<file path="src/rtl/vram_write_arbiter.sv">
// Single VRAM write port shared by a pixel requester and a rectangle-fill engine.
// Round-robin arbitration on contention, screen clipping, one registered write per clock.
module vram_write_arbiter #(
  parameter int WIDTH  = 640,
  parameter int HEIGHT = 480
) (
  input  logic        vram_clk,
  input  logic        clrn,
  input  logic        px_req,
  input  logic [9:0]  px_x,
  input  logic [8:0]  px_y,
  input  logic [11:0] px_data,
  output logic        px_ack,
  input  logic        fill_start,
  input  logic [9:0]  fill_x0,
  input  logic [8:0]  fill_y0,
  input  logic [9:0]  fill_w,
  input  logic [8:0]  fill_h,
  input  logic [11:0] fill_color,
  output logic        fill_busy,
  output logic        fill_done,
  output logic        we,
  output logic [18:0] addr,
  output logic [11:0] data
);

  localparam logic [10:0] LP_W   = 11'(WIDTH);
  localparam logic [9:0]  LP_H   = 10'(HEIGHT);
  localparam logic [18:0] LP_W19 = 19'(WIDTH);

  typedef enum logic [1:0] {
    ST_IDLE = 2'd0,
    ST_RUN  = 2'd1,
    ST_DONE = 2'd2
  } state_t;

  state_t      r_state;
  state_t      w_state_nxt;
  logic [9:0]  r_x0;
  logic [10:0] r_xe;
  logic [9:0]  r_ye;
  logic [9:0]  r_x;
  logic [8:0]  r_y;
  logic [18:0] r_row_base;
  logic [11:0] r_color;
  logic        r_rr_p;

  logic        w_fill_req;
  logic        w_grant_p;
  logic        w_grant_f;
  logic        w_x_end;
  logic        w_y_end;
  logic        w_fill_last;
  logic [10:0] w_sx_end;
  logic [9:0]  w_sy_end;
  logic [10:0] w_xe;
  logic [9:0]  w_ye;
  logic        w_empty;
  logic        w_px_ok;
  logic [18:0] w_px_addr;

  // Multiplication by the constant screen width reduces to shift-add (640 = 512 + 128).
  function automatic logic [18:0] f_row_base(input logic [8:0] y);
    f_row_base = 19'(y) * LP_W19;
  endfunction

  assign w_fill_req  = (r_state == ST_RUN);
  assign w_x_end     = (({1'b0, r_x} + 11'd1) == r_xe);
  assign w_y_end     = (({1'b0, r_y} + 10'd1) == r_ye);
  assign w_fill_last = w_grant_f & w_x_end & w_y_end;

  assign w_sx_end = {1'b0, fill_x0} + {1'b0, fill_w};
  assign w_sy_end = {1'b0, fill_y0} + {1'b0, fill_h};
  assign w_xe     = (w_sx_end > LP_W) ? LP_W : w_sx_end;
  assign w_ye     = (w_sy_end > LP_H) ? LP_H : w_sy_end;
  assign w_empty  = (fill_w == 10'd0) | (fill_h == 9'd0) |
                    ({1'b0, fill_x0} >= LP_W) | ({1'b0, fill_y0} >= LP_H);

  assign w_px_ok   = ({1'b0, px_x} < LP_W) & ({1'b0, px_y} < LP_H);
  assign w_px_addr = f_row_base(px_y) + 19'(px_x);

  // Grant is forced low while reset is asserted so px_ack reads 0 in reset.
  assign px_ack = w_grant_p & clrn;

  // Round-robin grant; r_rr_p set means the pixel port wins the next contest.
  always_comb begin
    w_grant_p = 1'b0;
    w_grant_f = 1'b0;
    if (px_req && w_fill_req) begin
      if (r_rr_p) begin
        w_grant_p = 1'b1;
      end else begin
        w_grant_f = 1'b1;
      end
    end else if (px_req) begin
      w_grant_p = 1'b1;
    end else if (w_fill_req) begin
      w_grant_f = 1'b1;
    end else begin
      w_grant_p = 1'b0;
    end
  end

  // Fill FSM next-state logic.
  always_comb begin
    w_state_nxt = r_state;
    case (r_state)
      ST_IDLE: begin
        if (fill_start) begin
          w_state_nxt = w_empty ? ST_DONE : ST_RUN;
        end else begin
          w_state_nxt = ST_IDLE;
        end
      end
      ST_RUN: begin
        if (w_fill_last) begin
          w_state_nxt = ST_DONE;
        end else begin
          w_state_nxt = ST_RUN;
        end
      end
      ST_DONE: w_state_nxt = ST_IDLE;
      default: w_state_nxt = ST_IDLE;
    endcase
  end

  // Fill FSM state register with registered busy/done flags.
  always_ff @(posedge vram_clk or negedge clrn) begin
    if (!clrn) begin
      r_state   <= ST_IDLE;
      fill_busy <= 1'b0;
      fill_done <= 1'b0;
    end else begin
      r_state   <= w_state_nxt;
      fill_busy <= (w_state_nxt != ST_IDLE);
      fill_done <= (w_state_nxt == ST_DONE);
    end
  end

  // Rectangle latch and cursor; row_base is stepped by WIDTH instead of re-multiplied.
  always_ff @(posedge vram_clk or negedge clrn) begin
    if (!clrn) begin
      r_x0       <= 10'd0;
      r_xe       <= 11'd0;
      r_ye       <= 10'd0;
      r_x        <= 10'd0;
      r_y        <= 9'd0;
      r_row_base <= 19'd0;
      r_color    <= 12'd0;
    end else if ((r_state == ST_IDLE) && fill_start) begin
      r_x0       <= fill_x0;
      r_xe       <= w_xe;
      r_ye       <= w_ye;
      r_x        <= fill_x0;
      r_y        <= fill_y0;
      r_row_base <= f_row_base(fill_y0);
      r_color    <= fill_color;
    end else if (w_grant_f) begin
      if (w_x_end) begin
        r_x        <= r_x0;
        r_y        <= r_y + 9'd1;
        r_row_base <= r_row_base + LP_W19;
      end else begin
        r_x <= r_x + 10'd1;
      end
    end else begin
      r_x <= r_x;
    end
  end

  // Round-robin pointer flips only when both requesters compete.
  always_ff @(posedge vram_clk or negedge clrn) begin
    if (!clrn) begin
      r_rr_p <= 1'b1;
    end else if (px_req && w_fill_req) begin
      r_rr_p <= ~r_rr_p;
    end else begin
      r_rr_p <= r_rr_p;
    end
  end

  // Registered VRAM write port; address/data hold their last value when idle.
  always_ff @(posedge vram_clk or negedge clrn) begin
    if (!clrn) begin
      we   <= 1'b0;
      addr <= 19'd0;
      data <= 12'd0;
    end else begin
      we <= (w_grant_p & w_px_ok) | w_grant_f;
      if (w_grant_p && w_px_ok) begin
        addr <= w_px_addr;
        data <= px_data;
      end else if (w_grant_f) begin
        addr <= r_row_base + 19'(r_x);
        data <= r_color;
      end else begin
        addr <= addr;
        data <= data;
      end
    end
  end

endmodule

</file>
<file path="config.mk">
export PLATFORM = sky130hd
export DESIGN_NAME = vram_write_arbiter
export DESIGN_NICKNAME = d
export VERILOG_FILES = /design/src/rtl/vram_write_arbiter.sv
export SDC_FILE = /design/constraint.sdc
export NUM_CORES = 1
export LEC_CHECK = 0
export CAP_MARGIN = 20
export CORE_UTILIZATION = 59
export DETAILED_ROUTE_END_ITERATION = 12
export PLACE_DENSITY = 0.95
export SKIP_LAST_GASP = 1
export SYNTH_ARGS = -nofsm -noshare
export SYNTH_HDL_FRONTEND = slang
export SYNTH_SLANG_ARGS = --single-unit
</file>
<file path="constraint.sdc">
create_clock -name vram_clk -period 6.4 [get_ports vram_clk]
set_input_delay 1.28 -clock vram_clk [delete_from_list [all_inputs] [get_ports vram_clk]]
set_output_delay 1.28 -clock vram_clk [all_outputs]
set_load 0.01 [all_outputs]
</file>
==> summary.md <==
| Metric | Value |
|---|---|
| Status | `complete, no violations` |
| Syn Area/Cell | `8.951 um^2` |
| Adder-cell share of the synthesized area | `0.1054` |
| Die H | `116.4 um` |
| Ys async rst share | `1.000` |
| Share of Yosys cell area claimed by the top area cell type | `0.3567` |
| Most frequent cells in the layout | `nand2_1, clkdlybuf4s50_1, dfrtp_1` |
| Routability congestion estimate | `0.8865` |
| Final setup vio count | `0` |
| Starting Density | `0.6090` |
| Site Rows | `41` |
| Cell Count Post-Placement | `1121` |
| FF+latch count, synth | `111` |
| Grt ovf | `0` |
| TritonCTS Sinks | `111` |
| Worst EP arrival | `4.31 ns` |
| Via count | `6963` |
| # DRC | `0` |
| Startpoint Class | `input pin` |
| Reg2Reg Setup Slack | `2.86 ns` |
| Root Buffer | `clkbuf_16` |
| Initial DRC count | `671` |
| First-pass GRT wire length | `31970 um` |
| Peak supply drop | `0.0001922 V` |
| Tot Pwr | `0.002966 W` |
| Post-Layout Cell Count | `1138` |
| HP Class | `reg2reg` |
| Drt total wl | `19740 um` |
| Largest fanout on the critical path | `6` |
| Htree depth | `3` |
| Drt wl/cell | `17.35 um` |
| Slew margin rel. | `0.3946` |
| Worst EP required | `6.69 ns` |
| Synth Warn # | `0` |
| RSZ-0062 raised after global routing | `no` |
| PortBufs | `119` |
| Pwr per Cell Area | `318.2 mW/mm^2` |
| Syn nets | `1009` |
| Hold_ws | `0.4601 ns` |
| Setup Fix Bufs, Post-CTS | `0` |
| Clk Latency, worst-skew pair | `0.36 ns` |
| Pre-antenna DRT Iters | `5` |
| Die area | `0.01354 mm^2` |
| Post-Synth XOR/XNOR Area | `0.09664` |
| Vias in the first global route | `6808` |
| Total GRT Usage | `0.3008` |
| Total CTS buffers | `9` |
| CTS Hold Bufs | `0` |
| Mux cell area share after synthesis | `0.02643` |
| Top_reg_cell synth | `dfrtp_1` |
| Critical Path End Type | `flip-flop` |
| Fin. Hold Viols | `0` |
| # diodes | `0` |
| IO Count | `120` |
| Initial antenna violation count | `0` |
| Post-Syn Instances | `862` |
| Synth Cell Area | `0.007716 mm^2` |
| Synth cell types | `70` |
| Worst Clk Skew | `0.01119 ns` |
| Most common cell after layout, fill and taps aside | `nand2_1` |
| Clock transition at path regs | `0.07 ns` |
| Simple-Gate Fraction of Synth Area | `0.1892` |
| Clock Tree Buf Depth | `2` |
| Final Util | `0.7357` |
| Post-CTS resize count | `0` |
| Area contributors post-synth | `dfrtp_1, ha_1, nand2_1, xor2_1, xnor2_1` |
| Synth Area in Compound Gates | `0.1894` |
| Share of layout cells above drive strength 1 | `0.04244` |
| DP HPWL | `13890 um` |
| # Max-Cap Violations | `0` |
| Largest net degree at the start of global routing | `72` |
| Tcrit/Tclk final | `0.6277` |
| Leak Pwr | `4.227 nW` |
| Syn-to-layout area delta | `20.80%` |
| Post-layout min period | `4.017 ns` |
| Main combinational cell family by area after synthesis | `compound AO/OA/AOI/OAI gates` |
| NumNets Final | `1108` |
| Setup_tns | `0 ns` |
| Number of synthesized flops with an enable pin | `0` |
| Fin. max-slew vios | `0` |
| Post-synth top area cell | `dfrtp_1` |
| F_max | `248.9 MHz` |
| Core box area | `0.01267 mm^2` |
| Crit Path Category | `in2reg` |
| CTS tree | `done` |
| Die width | `116.4 um` |
| Vias per cell | `6.119` |
| Seq/Total Area, Yosys | `0.3601` |
| Worst-margin pin slew | `0.9081 ns` |
| DRT antenna net count | `0` |
-- synthesized netlist by cell type (15+ instances only) --
cell type / number
nand2_1: 139
dfrtp_1: 110
nor2_1: 59
ha_1: 57
xor2_1: 43
o21ai_0: 41
xnor2_1: 37
a21oi_1: 31
clkbuf_1: 30
a22oi_1: 29
inv_1: 24
nand3_1: 22
mux2i_1: 17
a211oi_1: 15
nor4_1: 15
-- routing by layer --
layer,share of wire,wire [um],global-route usage
met4,0.021,413,0.1111
met3,0.077,1516,0.04878
met2,0.48,9508,0.5010
met1,0.42,8303,0.3960
met5,0,0,0
-- area by class of cell --
cell class / count / area, um^2
fillers: 883 / 3349
well taps: 172 / 215.2
clock buffers: 11 / 252.7
clock inverters: 5 / 40.04
multi-input cells: 689 / 4696
flip-flops and latches: 111 / 2779
inverters: 24 / 90.09
repair buffers: 126 / 1249
-- report_power, final --
part | leakage [nW] | internal [W] | switching, W
clock network | 0.146 | 0.000289 | 0.000268
logic | 2.67 | 0.000630 | 0.000750
registers | 1.41 | 0.000851 | 0.000179
total | 4.23 | 0.00177 | 0.00120
-- flip-flops by register name, summed over array words and instances, names as in the netlist, 2 cells and up --
| register | flops |
|---|---|
| r_x0 | 10 |
| r_x | 10 |
| r_row_base | 12 |
| r_xe | 11 |
| data | 12 |
| r_color | 12 |
| r_ye | 10 |
| addr | 19 |
| r_y | 9 |
| r_state | 2 |
-- critical path: stages --
cell	delay (ns)
clkdlybuf4s50_1	0.55
ha_1	0.19
inv_1	0.05
fa_1	0.39
nor2b_1	0.21
o21ai_1	0.12
xnor2_1	0.15
or4_1	0.42
o41a_1	0.33
o32ai_2	0.41
a22o_1	0.21
-- metrics by stage --
stage / worst slack [ns] / cell area (um^2)
global placement: 2.151 / 9014
CTS: 2.400 / 9306
floorplan: 2.855 / 7716
global route: 2.237 / 9321
detailed placement: 2.039 / 9014
finish: 2.383 / 9321
-- cell families after synthesis --
| logic type | after synthesis |
|---|---|
| AND/OR/NAND/NOR | 312 |
| AO/OA/AOI/OAI | 212 |
| flip-flops | 111 |
| XOR/XNOR | 82 |
| adder cells (fa/ha/maj) | 62 |
| buffers and inverters | 62 |
| multiplexers | 20 |
| other | 1 |
-- path summary, 6_finish.rpt --
path / from / end / depth (start not counted)
setup / recovery: fill_x0[0] / r_xe[5] / 11
hold / removal: r_state[1] / fill_busy / 1
setup reg to reg: r_x[4] / r_x[1] / 7
hold reg to reg: r_state[1] / fill_busy / 1
max in group asynchronous: clrn / r_y[0] / 2
min in group asynchronous: clrn / r_y[3] / 1
Power figures use the tool's default switching activity.
